===== config.mk =====
export PLATFORM = sky130hd
export DESIGN_NAME = gpu_axil_writer
export DESIGN_NICKNAME = d
export VERILOG_FILES = /design/src/rtl/gpu_axil_writer.sv
export SDC_FILE = /design/constraint.sdc
export NUM_CORES = 1
export LEC_CHECK = 0
export BUFFER_PORTS_ARGS = -buffer_cell sky130_fd_sc_hd__buf_2
export CORE_ASPECT_RATIO = 1.2
export CORE_MARGIN = 2
export CORE_UTILIZATION = 50
export CTS_CLUSTER_DIAMETER = 150
export DETAILED_ROUTE_END_ITERATION = 6
export PLACE_DENSITY = 0.74
export SLEW_MARGIN = 20
export SYNTH_ARGS = -nofsm -noshare
export SYNTH_HDL_FRONTEND = slang
export SYNTH_SLANG_ARGS = --single-unit

===== constraint.sdc =====
create_clock -name clk -period 6.5 [get_ports clk]
set_input_delay 0.975 -clock clk [delete_from_list [all_inputs] [get_ports clk]]
set_output_delay 0.975 -clock clk [all_outputs]
set_load 0.02 [all_outputs]

===== src/rtl/gpu_axil_writer.sv =====
// rtl/gpu_axil_writer.sv - queued GPU write commands issued one at a time over AXI-Lite
module gpu_axil_writer #(
   parameter int ADDR_WIDTH = 24,
   parameter int DATA_WIDTH = 32,
   parameter int STRB_WIDTH = DATA_WIDTH / 8,
   parameter int FIFO_DEPTH = 8
) (
   input  logic                  clk,
   input  logic                  rst,
   input  logic [ADDR_WIDTH-1:0] cmd_addr,
   input  logic [DATA_WIDTH-1:0] cmd_data,
   input  logic                  cmd_valid,
   output logic                  cmd_ready,
   output logic [ADDR_WIDTH-1:0] axil_awaddr,
   output logic [2:0]            axil_awprot,
   output logic                  axil_awvalid,
   input  logic                  axil_awready,
   output logic [DATA_WIDTH-1:0] axil_wdata,
   output logic [STRB_WIDTH-1:0] axil_wstrb,
   output logic                  axil_wvalid,
   input  logic                  axil_wready,
   input  logic [1:0]            axil_bresp,
   input  logic                  axil_bvalid,
   output logic                  axil_bready,
   output logic                  busy,
   output logic [15:0]           err_count
);

   localparam int PTR_W = $clog2(FIFO_DEPTH);
   localparam int ENT_W = ADDR_WIDTH + DATA_WIDTH;

   typedef enum logic [1:0] {IDLE, SEND, RESP} state_t;

   state_t                 state;
   logic [ENT_W-1:0]       mem [FIFO_DEPTH];
   logic [PTR_W-1:0]       wr_ptr;
   logic [PTR_W-1:0]       rd_ptr;
   logic [PTR_W:0]         count;
   logic                   ready_en;
   logic                   empty;
   logic                   full;
   logic                   push;
   logic                   pop;
   logic [ENT_W-1:0]       head;
   logic [15:0]            err_cnt;

   assign empty       = (count == '0);
   assign full        = (count == (PTR_W+1)'(FIFO_DEPTH));
   // ready_en keeps cmd_ready low until the first edge after reset release
   assign cmd_ready   = ready_en && !full;
   assign push        = cmd_valid && cmd_ready;
   assign pop         = !empty && ((state == IDLE) || (state == RESP && axil_bvalid));
   assign head        = mem[rd_ptr];
   assign axil_awprot = 3'b000;
   assign axil_wstrb  = '1;
   assign busy        = !empty || (state != IDLE);
   assign err_count   = err_cnt;

   always_ff @(posedge clk) begin
      if (push) begin
         mem[wr_ptr] <= {cmd_addr, cmd_data};
      end
   end

   always_ff @(posedge clk or negedge rst) begin
      if (!rst) begin
         wr_ptr   <= '0;
         rd_ptr   <= '0;
         count    <= '0;
         ready_en <= 1'b0;
      end else begin
         ready_en <= 1'b1;
         if (push) wr_ptr <= wr_ptr + 1'b1;
         if (pop)  rd_ptr <= rd_ptr + 1'b1;
         case ({push, pop})
            2'b10:   count <= count + 1'b1;
            2'b01:   count <= count - 1'b1;
            default: count <= count;
         endcase
      end
   end

   always_ff @(posedge clk or negedge rst) begin
      if (!rst) begin
         state        <= IDLE;
         axil_awaddr  <= '0;
         axil_wdata   <= '0;
         axil_awvalid <= 1'b0;
         axil_wvalid  <= 1'b0;
         axil_bready  <= 1'b0;
         err_cnt      <= '0;
      end else begin
         case (state)
            IDLE: begin
               if (pop) begin
                  axil_awaddr  <= head[ENT_W-1:DATA_WIDTH];
                  axil_wdata   <= head[DATA_WIDTH-1:0];
                  axil_awvalid <= 1'b1;
                  axil_wvalid  <= 1'b1;
                  state        <= SEND;
               end
            end
            SEND: begin
               if (axil_awvalid && axil_awready) axil_awvalid <= 1'b0;
               if (axil_wvalid && axil_wready)   axil_wvalid  <= 1'b0;
               // both channels have already dropped valid: wait for the response
               if (!axil_awvalid && !axil_wvalid) begin
                  axil_bready <= 1'b1;
                  state       <= RESP;
               end
            end
            RESP: begin
               if (axil_bvalid) begin
                  axil_bready <= 1'b0;
                  if (axil_bresp != 2'b00 && err_cnt != 16'hFFFF) begin
                     err_cnt <= err_cnt + 16'd1;
                  end
                  if (pop) begin
                     axil_awaddr  <= head[ENT_W-1:DATA_WIDTH];
                     axil_wdata   <= head[DATA_WIDTH-1:0];
                     axil_awvalid <= 1'b1;
                     axil_wvalid  <= 1'b1;
                     state        <= SEND;
                  end else begin
                     state <= IDLE;
                  end
               end
            end
            default: state <= IDLE;
         endcase
      end
   end

endmodule


==> flow_summary.yaml, run 1 <==
sta:
  slew_headroom_pct: 30.4
  slew_viol_final: 0
  fin_setup_tns_ns: 0
  rsz0062_at_grt: "no"
  fin_crit_ns: 3.21
  worstMarginPinSlew_ns: 1.04
  finalHoldViolCount: 0
  min_period_over_period_pct: 49.4
  clock-skew-final_ns: 0.0214
  setup_viol: 0
  clock.fmax_mhz: 312
power_and_ir_drop:
  intPower_mw: 7.19
  p_per_area_nw_per_um2: 436
  swShare_pct: 29.5
  p_switching_mw: 3.01
  p_leak_nw: 8.04
  vdd_drop_max_mv: 0.368
  combPwrFrac_pct: 25.8
  pwr-share-clk_pct: 29.3
  seqPwrFrac_pct: 45.0
  design_power_total_mw: 10.2
synth:
  synth_cell_types: 43
  syn_avg_cell_area_sq_um: 20.4
  seq_area_frac_synth_pct: 76.8
  yosysMostFrequentCell: "edfxtp_1"
  synth.top_cells.by_count: "edfxtp_1 (448), mux4_2 (112), dfrtp_1 (88)"
  synth_area_leader_cell: "edfxtp_1"
  synth_edf_count: 448
  synth_top_area_share_pct: 66.0
  syn_inst: 1001
  ys_warn_count: 0
  ys_ff_latch: 536
  synthArstFlopShare_pct: 16.4
  synth_flop_cell: "edfxtp_1"
  synth_area_leaders: "edfxtp_1 (66%), mux4_2 (12%), dfrtp_1 (11%), mux2i_1 (2.8%), a21oi_1 (1.5%)"
  syn-cell-area_sq_um: 20400
final_layout:
  multi_input_comb_area_sq_um: 4510
  design_area_sq_um: 23400
  ff_latch_area_sq_um: 15700
  fillers: 3004
  syn2layout_area_growth_pct: 14.7
  drive_gt1_share_pct: 29.9
  final_core_util_pct: 57.7
  fin_nets: 1230
placement:
  hpwl_um: 21500
  numPortBuffers: 140
  placedInstanceArea_sq_um: 21700
  routabilityCongestion: 0.865
setup_path:
  path_class: "reg -> reg"
  cp.required_ns: 6.68
  worst_ep_arrival_time_ns: 3.39
  endpoint_kind: "flip-flop"
  start_kind: "flip-flop"
  cp_max_fo: 47
grt:
  grt_busiest_layer: "met2"
  grt_pass1_vias: 10100
  antenna_found_initial: 6
  grt_pass1_wl_um: 59400
  grt_usage_pct: 18.5
  grt.met2_usage_pct: 32.5
  grt_max_degree: 76
  grt.overflow.total: 0
  grt_util_met3_pct: 4.10
  grt_util_met1_pct: 23.7
worst_hold_path:
  min_path_type: "in -> async"
detailed_routing:
  drc: 0
  antenna_left: 0
  routedWlPerCell_um: 22.3
  drt-initial-drc-count: 680
  vias_per_cell: 5.62
  vias: 9776
  drtPass1Iterations: 5
  routed_wl_um: 38900
clock_network:
  postCtsHoldBufs: 0
  clock-sinks: 536
  cts-root-buf: "clkbuf_16"
  clk_pin_slew_ns: 0.06
  numCtsBuffers: 49
  cts_tree: "yes"
  h-tree-depth: 2
  post_cts_resized: 0
  cts_max_path_buffers: 3
  clkLatencyLatePin_ns: 0.57
  postCtsSetupRepairBufs: 0
floorplanning:
  core_sq_um: 40500
  io_pins: 148
  fp.dieH_um: 225
  dieArea_sq_um: 42400
  die_x_um: 188
  num_rows: 81
  initial_utilization_pct: 50.3
run:
  drv_cap: 0
status:
  status: "complete, no violations"
==> placed cells by master (no fill, tap or decap), types with 2 or more instances in the layout <==
cell type   instances
nor2_4              6
buf_2             139
nand2b_1            5
clkbuf_1           11
nor3_2              3
dfrtp_1            85
nor2_1             68
bufinv_16           8
clkinv_1            8
clkbuf_8            4
edfxtp_1          448
mux2i_1            57
a21oi_1            62
diode_2             2
nand4_1             5
inv_1               5
a31oi_1             3
nand2_1            10
buf_4              15
nand3b_1            2
clkinv_2            5
and3_1              2
dfrtp_4             3
xnor2_1            13
xor2_1              8
clkinvlp_4          3
mux4_2            112
ha_1                6
clkbuf_16          50
conb_1              8
mux2_2              3
nor3_1              4
nand3_1            11
nand4b_1            2
o21ai_0             3
nor4_1              3
and2_1              3
==> per-stage QoR <==
step / setup WS (ns) / instances / hold slack [ns]
5_1_grt: 3.00 / 1739 / 0.441
3_3_place_gp: 2.91 / 1648 / 0.478
3_5_place_dp: 2.83 / 1648 / 0.499
2_1_floorplan: 0.780 / 1007 / 0.460
6_report: 3.29 / 1741 / 0.426
4_1_cts: 3.21 / 1739 / 0.427
==> kinds of logic (layout without fill, tap and decap cells) <==
| logic type | after synthesis | count (layout) | synth area share, % |
|---|---|---|---|
| flops | 536 | 536 | 76.8 |
| mux | 173 | 173 | 15.4 |
| simple gates | 133 | 133 | 3.14 |
| compound gates | 72 | 72 | 1.85 |
| buf+inv | 58 | 251 | 1.54 |
| xor+xnor | 21 | 21 | 0.902 |
| fa+ha+maj | 6 | 6 | 0.368 |
| other cells | 2 | 10 | 0.0368 |
==> power groups by stage <==
stage / clock network [mW] / logic, mW / registers [mW]
after floorplan: 0 / 1.91 / 4.66
after global placement: 0 / 2.62 / 4.65
after detailed placement: 0 / 2.67 / 4.67
after CTS: 3.04 / 2.69 / 4.60
after global routing: 3.16 / 2.86 / 4.66
final: 2.99 / 2.63 / 4.59
==> path summary, 6_finish.rpt <==
kind | from | endpoint | slack [ns] | cells after the start
worst max-delay path | count[1]$_DFFE_PN0P_ | mem[1][37]$_DFFE_PP_ | 3.29 | 5
worst min-delay path | rst | axil_wdata[22]$_DFFE_PN0P_ | 0.43 | 1
worst max register to register | count[1]$_DFFE_PN0P_ | mem[1][37]$_DFFE_PP_ | 3.29 | 5
worst min register to register | err_count[15]$_DFFE_PN0P_ | err_count[15]$_DFFE_PN0P_ | 0.51 | 1
max in group asynchronous | rst | rd_ptr[0]$_DFFE_PN0P_ | 4.93 | 2
min in group clk | err_count[15]$_DFFE_PN0P_ | err_count[15]$_DFFE_PN0P_ | 0.51 | 1
==> registers in the layout, indices dropped and copies added, names as in the netlist, 2 cells and up <==
name         cells
axil_awaddr     24
axil_wdata      32
count            4
err_count       16
mem            448
rd_ptr           3
state            2
wr_ptr           3
==> worst max-delay path, cell delays in order (launching register included) <==
cell and delay [ns]:
dfrtp_1 0.47, or4b_1 0.17, and3_1 0.36, nand2_1 0.30
nor3_2 0.73, buf_4 0.77
==> layer usage <==
layer | vias to the layer above | wire, um | part of all wire, %
li1 | 4310 | - | -
met1 | 5144 | 15800 | 41
met2 | 258 | 20300 | 52
met3 | 58 | 2120 | 5.4
met4 | 6 | 692 | 1.8
met5 | - | 38 | 0.098
==> area by class of cell <==
class | instances | share of cell area [%]
Inverter | 5 | 0.0802
Tap cell | 539 | 2.88
Clock buffer | 65 | 5.76
Sequential cell | 536 | 67.0
Timing Repair Buffer | 155 | 3.54
Antenna cell | 2 | 0.0214
Clock inverter | 26 | 1.47
Multi-Input combinational cell | 413 | 19.3
Power figures use the tool's default switching activity.
==> inputs of run 2 (changes only) <==
Clock period 6.5 ns to 3.1 ns, I/O delays scaled along.
==> flow_summary.yaml, run 2 (synthesized netlist as in run 1, its figures left out) <==
status:
  status: "complete, no violations"
final_layout:
  final_common_cell: "edfxtp_1"
  ff_latch_area_sq_um: 15700
  reg.largest.list: "mem x448, axil_wdata x32, axil_awaddr x24"
  final_cell_mix: "edfxtp_1 (448), buf_2 (139), mux4_2 (112)"
  drive_gt1_share_pct: 31.4
  top_register: "mem"
  syn2layout_area_growth_pct: 16.1
  design_area_sq_um: 23700
  multi_input_comb_area_sq_um: 4520
  largest_reg_flops: 448
  fillers: 2933
  fin_nets: 1249
power_and_ir_drop:
  swShare_pct: 30.0
  p_switching_mw: 6.41
  p_leak_nw: 8.17
  pwr-share-clk_pct: 28.2
  seqPwrFrac_pct: 44.5
  vdd_drop_max_mv: 0.430
  intPower_mw: 15.0
  p_per_area_nw_per_um2: 903
  combPwrFrac_pct: 27.4
setup_path:
  crit_end: "count[2]$_DFFE_PN0P_"
  endpoint_kind: "flip-flop"
  rr_worst_depth: 11
  start_kind: "flip-flop"
  rrSetupSlack_ns: 0.37
  path_class: "reg -> reg"
  cp_max_fo: 7
  cp-startpoint: "count[1]$_DFFE_PN0P_"
  reg2reg_from: "count[1]$_DFFE_PN0P_"
  cp.required_ns: 3.55
  r2r_end: "count[2]$_DFFE_PN0P_"
  worst_ep_arrival_time_ns: 3.17
grt:
  grt_max_degree: 118
  grt_pass1_wl_um: 59700
  grt_pass1_vias: 10200
  grt.overflow.total: 0
  grt_usage_pct: 18.5
  antenna_found_initial: 4
worst_hold_path:
  worstHoldStart: "axil_awready"
  min_path_type: "in -> reg"
  hold_path_depth: 2
clock_network:
  clock-sinks: 536
  cts_max_path_buffers: 3
  postCtsSetupRepairBufs: 0
  cts_tree: "yes"
  numCtsBuffers: 49
  cts-root-buf: "clkbuf_16"
  clk_pin_slew_ns: 0.06
  h-tree-depth: 2
  clkLatencyLatePin_ns: 0.58
floorplanning:
  initial_utilization_pct: 50.3
  die_x_um: 188
  io_pins: 148
  fp.dieH_um: 225
  core_sq_um: 40500
  dieArea_sq_um: 42400
  num_rows: 81
detailed_routing:
  routed_wl_um: 38600
  antenna_left: 0
  drc: 0
  vias: 9709
  drt-initial-drc-count: 698
  routedWlPerCell_um: 21.9
  vias_per_cell: 5.52
  drtPass1Iterations: 4
placement:
  routabilityCongestion: 0.827
  hpwl_um: 23800
  numPortBuffers: 140
  placedInstanceArea_sq_um: 22000
sta:
  clock.fmax_mhz: 367
  rsz0062_at_grt: "no"
  clock-skew-final_ns: 0.0202
  min_period_over_period_pct: 88.0
  fin_crit_ns: 2.73
  holdWs_ns: 0.0761
  worstMarginPinSlew_ns: 0.962
  finalHoldViolCount: 0
  setup_viol: 0
  slew_viol_final: 0
  slew_headroom_pct: 35.6
run:
  drv_cap: 0
run 2: cell types whose count changed in the layout (fill, tap and decap cells not counted), sizes merged, moves of 3 or more:
| cell | delta |
|---|---|
| buf | +18 |
| bufinv | -3 |
| clkbuf | -7 |
| clkinv | +8 |
run 2: critical path, cell delays in order (launching register included):
cell,delay [ns]
dfrtp_1,0.45
or4b_1,0.53
and3_1,0.26
buf_4,0.18
inv_1,0.08
ha_1,0.25
xor2_1,0.10
ha_1,0.19
a21oi_1,0.16
xor2_1,0.20
nor2_1,0.08
xor2_1,0.14
run 2: layer usage:
metal	track usage, %	part of all wire, %	vias to the layer above
met4	4.91	1.6	6
met5	0	0.10	-
met2	32.6	52	243
met3	3.44	4.8	53
met1	23.9	41	5042
li1	-	-	4365
run 2: area by class of cell:
type | instances | area share, %
repair buffers | 174 | 4.88
clock inverters | 33 | 1.36
multi-input cells | 413 | 19.1
clock buffers | 58 | 5.53
flip-flops and latches | 536 | 66.2
well taps | 539 | 2.85
inverters | 5 | 0.0793
diodes | 1 | 0.0106
run 2: worst min path at each step:
stage                                 end  slack, ns
2_1_floorplan  axil_awaddr[0]$_DFFE_PN0P_       0.17
3_3_place_gp         count[3]$_DFFE_PN0P_       0.47
3_5_place_dp    err_count[15]$_DFFE_PN0P_       0.49
4_1_cts          axil_awvalid$_DFFE_PN0P_       0.05
5_1_grt          axil_awvalid$_DFFE_PN0P_       0.07
6_report         axil_awvalid$_DFFE_PN0P_       0.08
run 2: per-stage QoR:
step / utilization, % / setup slack, ns / std cells / TNS (ns) / power (mW)
after floorplan: - / -0.699 / 1007 / -250.33 / 13.8
after global placement: 54.2 / 0.445 / 1663 / 0 / 15.4
after detailed placement: 54.3 / 0.402 / 1665 / 0 / 15.6
after CTS: 58.3 / 0.385 / 1757 / 0 / 21.6
after global routing: 58.4 / 0.248 / 1759 / 0 / 22.4
final: 58.4 / 0.373 / 1759 / 0 / 21.4
run 2: timing repair:
item	CTS	global route
hold buffers	1	0
endpoints found under the hold margin	46	0
gates resized for setup	0	0
run 2: power groups by stage:
| stage | clock, mW | sequential, mW | combinational (mW) |
|---|---|---|---|
| after floorplan | 0 | 9.77 | 4.02 |
| after global placement | 0 | 9.62 | 5.82 |
| after detailed placement | 0 | 9.67 | 5.94 |
| after CTS | 6.15 | 9.53 | 5.97 |
| after global routing | 6.41 | 9.63 | 6.37 |
| final | 6.02 | 9.51 | 5.85 |
==> inputs of run 3 (changes only) <==
--- a/config.mk
+++ b/config.mk
@@ -12,4 +12,5 @@
 export CTS_CLUSTER_DIAMETER = 150
 export DETAILED_ROUTE_END_ITERATION = 6
+export HOLD_SLACK_MARGIN = 0.12
 export PLACE_DENSITY = 0.74
 export SLEW_MARGIN = 20
==> constraint.sdc (replaced) <==
create_clock -name clk -period 3.1 [get_ports clk]
set_input_delay 0.155 -clock clk [delete_from_list [all_inputs] [get_ports clk]]
set_output_delay 0.155 -clock clk [all_outputs]
set_load 0.02 [all_outputs]
==> flow_summary.yaml, run 3 (synthesized netlist as in run 1, its figures left out) <==
final_layout:
  fin_cells: 1821
  top_register: "mem"
  reg.largest.list: "mem x448, axil_wdata x32, axil_awaddr x24"
  syn2layout_area_growth_pct: 18.2
  drive_gt1_share_pct: 29.7
  largest_reg_flops: 448
  final_cell_mix: "edfxtp_1 (448), buf_2 (139), mux4_2 (112)"
  final_common_cell: "edfxtp_1"
  design_area_sq_um: 24100
  fin_nets: 1311
run:
  drv_cap: 0
clock_network:
  h-tree-depth: 2
  cts-root-buf: "clkbuf_16"
  clk_pin_slew_ns: 0.06
  post_cts_resized: 0
  clkLatencyLatePin_ns: 0.58
  postCtsSetupRepairBufs: 0
  cts_max_path_buffers: 3
  numCtsBuffers: 49
  cts_tree: "yes"
  clock-sinks: 536
floorplanning:
  core_sq_um: 40500
  initial_utilization_pct: 50.3
  io_pins: 148
  fp.dieH_um: 225
  die_x_um: 188
  num_rows: 81
  dieArea_sq_um: 42400
sta:
  fin_crit_ns: 2.83
  clock-skew-final_ns: 0.0246
  clock.fmax_mhz: 353
  slew_viol_final: 0
  finalHoldViolCount: 0
  rsz0062_at_grt: "no"
  worstMarginPinSlew_ns: 1.02
  setup_viol: 0
  layout_setup_ws_ns: 0.265
  slew_headroom_pct: 31.8
  holdWs_ns: 0.148
  min_period_over_period_pct: 91.4
setup_path:
  reg2reg_from: "count[1]$_DFFE_PN0P_"
  rrSetupSlack_ns: 0.27
  slowest_stage: "nor3_4"
  rr_worst_depth: 5
  path_cells: "or4b_1 -> and3_1 -> nand2b_1 -> nor3_4 -> buf_4"
  slowest_delay_ns: 0.81
  r2r_end: "mem[0][45]$_DFFE_PP_"
  endpoint_kind: "flip-flop"
  cp_max_fo: 24
  start_kind: "flip-flop"
  worst_ep_arrival_time_ns: 3.04
  path_class: "reg -> reg"
  cp.required_ns: 3.31
detailed_routing:
  vias: 10100
  antenna_left: 0
  vias_per_cell: 5.53
  drt-initial-drc-count: 745
  routedWlPerCell_um: 21.6
  routed_wl_um: 39300
  drtPass1Iterations: 5
  drc: 0
placement:
  hpwl_um: 23600
  dp.cells: 1667
  dpl_worst_slack_ns: 0.236
  routabilityCongestion: 0.828
  placedInstanceArea_sq_um: 21900
  numPortBuffers: 140
grt:
  grt_pass1_wl_um: 61500
  grt.met2_usage_pct: 32.7
  grt_util_met1_pct: 25.8
  grt_pass1_vias: 10600
  grt_util_met3_pct: 2.93
  grt_max_degree: 72
  antenna_found_initial: 1
  grt.overflow.total: 0
  grt_usage_pct: 19.0
  grt_busiest_layer: "met2"
worst_hold_path:
  hold-path-endpoint: "err_count[4]$_DFFE_PN0P_"
  hold_path_depth: 5
  min_path_type: "in -> reg"
  worstHoldStart: "axil_bresp[0]"
status:
  status: "complete, no violations"
power_and_ir_drop:
  p_leak_nw: 8.35
  p_per_area_nw_per_um2: 873
  vdd_drop_max_mv: 0.571
run 3: repair_timing:
item | in CTS | in global routing
endpoints found under the hold margin | 505 | 0
setup endpoints to repair | 0 | 0
hold buffers | 60 | 0
run 3: where the power goes:
group / leakage, nW / switching [mW] / total, mW / internal, mW
Clock: 0.733 / 2.54 / 5.65 / 3.11
Combinational: 2.56 / 3.22 / 5.94 / 2.72
Sequential: 5.06 / 0.657 / 9.45 / 8.80
run 3: final cells by class:
cell class / count / area, sq um
tap: 539 / 674
clock buffer: 65 / 1330
multi-input combinational: 413 / 4520
timing repair buffer: 236 / 1710
inverter: 5 / 18.8
antenna: 1 / 2.50
clock inverter: 26 / 188
fill: 2892 / 16400
sequential: 536 / 15700
run 3: routing by layer:
layer	vias up	routed length (um)
met5	-	0
met2	299	20200
met3	47	2120
met4	0	659
li1	4484	-
met1	5248	16300
run 3: how the worst max path moves through the flow:
stage,slack (ns),cells after the start,endpoint,start
2_1_floorplan,-0.70,5,mem[2][0]$_DFFE_PP_,count[1]$_DFFE_PN0P_
3_3_place_gp,0.35,5,mem[0][38]$_DFFE_PP_,count[1]$_DFFE_PN0P_
3_5_place_dp,0.24,5,mem[0][38]$_DFFE_PP_,count[1]$_DFFE_PN0P_
4_1_cts,0.18,5,mem[0][29]$_DFFE_PP_,count[1]$_DFFE_PN0P_
5_1_grt,0.04,5,mem[0][29]$_DFFE_PP_,count[1]$_DFFE_PN0P_
6_report,0.27,5,mem[0][45]$_DFFE_PP_,count[1]$_DFFE_PN0P_
run 3: critical path, delay by kind of cell, from the launching register on:
kind / cells / cell delay, ns
DFF: 1 / 0.47
and+or+nand+nor: 4 / 1.45
buffers and inverters: 1 / 0.54
run 3: metrics by stage:
| stage | utilization, % | TNS (ns) | power, mW |
|---|---|---|---|
| floorplan | - | -250.33 | 13.8 |
| global placement | 54.1 | 0 | 15.4 |
| detailed placement | 54.1 | 0 | 15.6 |
| CTS | 59.3 | 0 | 21.3 |
| global route | 59.5 | 0 | 22.1 |
| finish | 59.5 | 0 | 21.0 |
